--- config.mk ---
export PLATFORM = sky130hd
export DESIGN_NAME = pipe_stage_reg
export DESIGN_NICKNAME = d
export VERILOG_FILES = /design/src/rtl/pipe_stage_reg.sv
export SDC_FILE = /design/constraint.sdc
export NUM_CORES = 1
export LEC_CHECK = 0
export BUFFER_PORTS_ARGS = -buffer_cell sky130_fd_sc_hd__clkbuf_2
export CAP_MARGIN = 20
export CORE_MARGIN = 2
export CORE_UTILIZATION = 46
export CTS_CLUSTER_SIZE = 28
export DETAILED_ROUTE_END_ITERATION = 16
export PLACE_DENSITY = 0.81
export SYNTH_ARGS = -nofsm -noshare
export SYNTH_HDL_FRONTEND = slang
export SYNTH_SLANG_ARGS = --single-unit
export TNS_END_PERCENT = 20
--- constraint.sdc ---
create_clock -name clk -period 3.1 [get_ports clk]
set_clock_uncertainty 0.1 [all_clocks]
set_input_delay 0.62 -clock clk [delete_from_list [all_inputs] [get_ports clk]]
set_output_delay 0.62 -clock clk [all_outputs]
set_load 0.005 [all_outputs]
--- src/rtl/pipe_stage_reg.sv ---
// pipe_stage_reg: generic valid/ready pipeline stage register.
// Carries a DATA_W-bit payload between two pipeline stages, supports a
// synchronous flush back to a bubble, and keeps a saturating count of
// cycles in which the downstream stage stalled a valid payload.
// Optional feature macro: PIPE_STAGE_SKID_EN adds a second (skid) entry
// so that in_ready becomes a registered signal with no combinational path
// from out_ready.
// Handshake: a transfer happens on a rising edge where valid and ready are
// both 1 on the same side; valid must not depend on ready, and payload
// order through the stage is strictly first-in first-out.
module pipe_stage_reg #(
  parameter int                 DATA_W = 64,
  parameter logic [DATA_W-1:0]  BUBBLE = '0,
  parameter int                 CNT_W  = 16
) (
  input  logic              clk,
  input  logic              reset,
  input  logic              flush,
  input  logic              in_valid,
  output logic              in_ready,
  input  logic [DATA_W-1:0] in_data,
  output logic              out_valid,
  input  logic              out_ready,
  output logic [DATA_W-1:0] out_data,
  output logic [1:0]        occupancy,
  output logic [CNT_W-1:0]  stall_count
);

  // The encoding equals the number of held entries, so occupancy doubles
  // as the externally visible state of the FSM.
  typedef enum logic [1:0] {
    EMPTY = 2'd0,
    FULL  = 2'd1,
    SKID  = 2'd2
  } state_e;

  state_e            state_q, state_d;
  logic [DATA_W-1:0] main_q, main_d;
  logic [CNT_W-1:0]  cnt_q, cnt_d;
  logic              in_fire, out_fire;

  assign out_valid   = (state_q != EMPTY);
  // main_q is forced to BUBBLE whenever the stage drains or flushes, so
  // out_data already reads BUBBLE whenever out_valid is low.
  assign out_data    = main_q;
  assign occupancy   = state_q;
  assign stall_count = cnt_q;
  assign in_fire     = in_valid & in_ready;
  assign out_fire    = out_valid & out_ready;

`ifdef PIPE_STAGE_SKID_EN
  logic [DATA_W-1:0] skid_q, skid_d;
  logic              in_ready_q;

  assign in_ready = in_ready_q;

  // Skid entry and registered ready; ready drops only while both entries are held.
  always_ff @(posedge clk or posedge reset) begin
    if (reset) begin
      skid_q     <= BUBBLE;
      in_ready_q <= 1'b1;
    end else begin
      skid_q     <= skid_d;
      in_ready_q <= (state_d != SKID);
    end
  end
`else
  // Without a skid entry the stage can only accept when it is empty or
  // is being drained in the same cycle.
  assign in_ready = ~out_valid | out_ready;
`endif

  // State, main payload and stall counter registers.
  always_ff @(posedge clk or posedge reset) begin
    if (reset) begin
      state_q <= EMPTY;
      main_q  <= BUBBLE;
      cnt_q   <= '0;
    end else begin
      state_q <= state_d;
      main_q  <= main_d;
      cnt_q   <= cnt_d;
    end
  end

  // Next-state and payload movement; flush discards everything, including
  // a payload accepted in the same cycle.
  always_comb begin
    state_d = state_q;
    main_d  = main_q;
`ifdef PIPE_STAGE_SKID_EN
    skid_d  = skid_q;
`endif
    if (flush) begin
      state_d = EMPTY;
      main_d  = BUBBLE;
`ifdef PIPE_STAGE_SKID_EN
      skid_d  = BUBBLE;
`endif
    end else begin
      case (state_q)
        EMPTY: begin
          if (in_fire) begin
            state_d = FULL;
            main_d  = in_data;
          end
        end
        FULL: begin
          if (in_fire && out_fire) begin
            main_d = in_data;
`ifdef PIPE_STAGE_SKID_EN
          end else if (in_fire) begin
            state_d = SKID;
            skid_d  = in_data;
`endif
          end else if (out_fire) begin
            state_d = EMPTY;
            main_d  = BUBBLE;
          end
        end
`ifdef PIPE_STAGE_SKID_EN
        SKID: begin
          if (out_fire) begin
            state_d = FULL;
            main_d  = skid_q;
            skid_d  = BUBBLE;
          end
        end
`endif
        default: begin
          state_d = EMPTY;
          main_d  = BUBBLE;
        end
      endcase
    end
  end

  // Stall counter: saturates at all-ones and is cleared only by reset.
  always_comb begin
    cnt_d = cnt_q;
    if (out_valid && !out_ready && (cnt_q != {CNT_W{1'b1}})) begin
      cnt_d = cnt_q + 1'b1;
    end
  end

endmodule
==> results by group <==
Logic synthesis
  • Post-synth top cells: dfrtp_1 (81), a22o_1 (64), xor2_1 (10)
  • Mux contribution to synthesized area: 0.00827
  • Simple-Gate Fraction of Synth Area: 0.0878
  • Syn Inst Count: 226
  • Async S/R FF share, synth: 1.00
  • Post-synthesis xor/xnor area fraction: 0.0331
  • Largest family of logic cells by synthesized area: compound AO/OA/AOI/OAI gates
  • EDFF count, synth: 0
  • Mean post-synth cell area: 14.1 sq um
  • Register bit count reported by yosys: 81
  • Cell type with the largest total area after synthesis: dfrtp_1
  • Mapped Nets: 296
  • Adder-cell area share of the yosys netlist: 0.00394
  • Area share of the largest cell type after synthesis: 0.638
  • Most used DFF post-synth: dfrtp_1
  • Ys Warns: 0
  • Mapped Area: 0.00318 sq mm
  • Top post-synthesis cells by area: dfrtp_1 (64%), a22o_1 (18%), xor2_1 (2.8%), buf_6 (1.8%), nand4_1 (1.2%)
  • Post-synthesis compound-gate area fraction: 0.191
  • Cell variety after synth: 35
  • Count leader, synth: dfrtp_1
  • Sequential fraction of the synthesis area: 0.638

Layout
  • Multi-input logic area: 0.00104 sq mm
  • FF/Latch Area: 0.00203 sq mm
  • Final non-filler cell total: 461
  • Diodes inserted: 0
  • Area grow syn2layout: 31.7%
  • Filler cell count: 546
  • Layout cells sized above 1: 0.478
  • Fin nets: 447

STA
  • Max-slew violations: 0
  • Crit share post-route: 0.703
  • Max transition margin: 0.531
  • Count of endpoints failing setup in the final report: 0
  • Minimum clock period: 2180 ps
  • Setup TNS: 0 ps
  • Worst slew pin tran: 703 ps
  • Maximum clock frequency: 459 MHz
  • RSZ-0062 raised after global routing: no
  • Hold Fails Final Rpt: 0

Global routing
  • Grt ovf: 0
  • Gr usage total: 0.181
  • Vias in the first global route: 2261
  • Largest net degree at the start of global routing: 65
  • Global-route wire length before repair: 10600 um
  • Initial antenna violation count: 0

Floorplan
  • DIE AREA: 0.00759 sq mm
  • IO Count: 153
  • Die width: 87.1 um
  • Initial Utilization: 0.470
  • Core box area: 0.00676 sq mm
  • Row count: 30
  • Die Ht: 87.1 um

Clock network
  • Root buf cell: clkbuf_8
  • CTS tree: yes
  • Post-CTS Setup Inserts: 0
  • CTS sink count: 81
  • H-tree lvl count: 3
  • Hold_buf cts: 0
  • Max Buffers Root-to-Sink: 2
  • Clock transition at path regs: 80 ps
  • CTS Buf Count: 9
  • Post-CTS sizing: 0
  • Clk Latency, worst-skew pair: 330 ps

Outcome
  • Status: complete, no violations

Route
  • Routed via count: 2429
  • Antenna viol nets, final: 0
  • Drt first pass iters: 4
  • Mean routed wirelength per cell: 14.9 um
  • # DRC: 0
  • Vias per cell: 5.27
  • Final wirelength: 6870 um
  • DRT iter0 DRCs: 70

Setup path
  • Max stage delay on crit path: 430 ps
  • Worst r2r path cells: 5
  • Worst Path Required: 2380 ps
  • Slowest-stage cell, CP: dfrtp_1
  • Nature of the critical path endpoint: primary output
  • Crit path cell chain: nor2b_4 -> clkinv_1 -> clkbuf_2
  • CP Max Fanout: 8
  • Worst EP arrival: 1460 ps
  • Kind of critical path: register to primary output
  • CP startpoint kind: register

Power
  • Peak VDD IR: 0.268 mV
  • Lkg Pwr: 2.34 nW
  • Pwr dens: 555 mW/mm^2

Placed design
  • Placed cell count: 446
  • Port Buffers: 151
  • HPWL after DPL: 4810 um
  • Gp weighted congestion: 0.800

Run
  • Max cap viols: 0

Min path
  • Hold Path Class: input pin to asynchronous set/reset pin
-- where the power goes --
part           switching [mW]  internal (mW)  leakage (nW)
registers              0.0804           1.14          1.08
clock network           0.355          0.446         0.109
logic                   0.146          0.158          1.15
total                   0.582           1.74          2.34
-- logic make-up after synthesis --
logic type,after synthesis
multiplexers,2
adder cells (fa/ha/maj),1
other,1
flip-flops,81
AND/OR/NAND/NOR,42
AO/OA/AOI/OAI,69
buffers and inverters,18
XOR/XNOR,12
-- state kept, by name (all words and copies together), names as in the netlist --
name and cells:
stall_count 16, occupancy 1, out_data 64
-- worst max-delay path: cells and delay by family (launching register included) --
family / cells / cell delay, ps
buffers and inverters: 2 / 450
DFF: 1 / 430
and+or+nand+nor: 1 / 250
-- layout by cell type (no fill, tap or decap), types with 2 or more instances in the layout --
cell type  instances
nor2_1             4
a22o_1            64
xnor2_1            2
nor3_1             4
xor2_1            10
clkbuf_8           9
dfrtp_1           81
clkinv_2           4
and4_1             2
nor4_1             4
nand3_1            3
and3_1             2
bufinv_16          2
a21boi_0           2
buf_4              3
clkbuf_2         151
nand4_1            6
nand2_1            6
-- layout make-up --
type | instances | share of cell area
Tap cell | 80 | 0.0239
Clock inverter | 6 | 0.0200
Inverter | 3 | 0.00299
Timing Repair Buffer | 155 | 0.191
Multi-Input combinational cell | 127 | 0.248
Sequential cell | 81 | 0.484
Clock buffer | 9 | 0.0296
-- final timing paths --
path                       slack (ps)      startpoint        endpoint
min reg2reg                       410    out_data[47]    out_data[47]
min in group clk                  390     in_data[30]    out_data[30]
min                               260           reset    out_data[32]
max reg2reg                      1180  stall_count[0]  stall_count[1]
max                               920    occupancy[0]        in_ready
max in group asynchronous        1990           reset    out_data[36]
-- metal layers --
| layer | wire (um) | GRT usage |
|---|---|---|
| met4 | 101 | 0.0755 |
| met3 | 433 | 0.0408 |
| met5 | 0 | 0 |
| met1 | 3110 | 0.244 |
| met2 | 3230 | 0.285 |
-- through the flow --
| stage | hold slack (ps) | area, sq um | util | setup WS, ps | power, mW |
|---|---|---|---|---|---|
| detailed placement | 390 | 3980 | 0.589 | 999 | 1.55 |
| global route | 308 | 4180 | 0.619 | 832 | 2.44 |
| CTS | 276 | 4180 | 0.619 | 902 | 2.36 |
| floorplan | 397 | 3180 | - | 300 | 1.38 |
| global placement | 387 | 3980 | 0.589 | 1050 | 1.54 |
| finish | 260 | 4180 | 0.619 | 922 | 2.32 |
No activity file was read; power rests on OpenSTA's default activity.
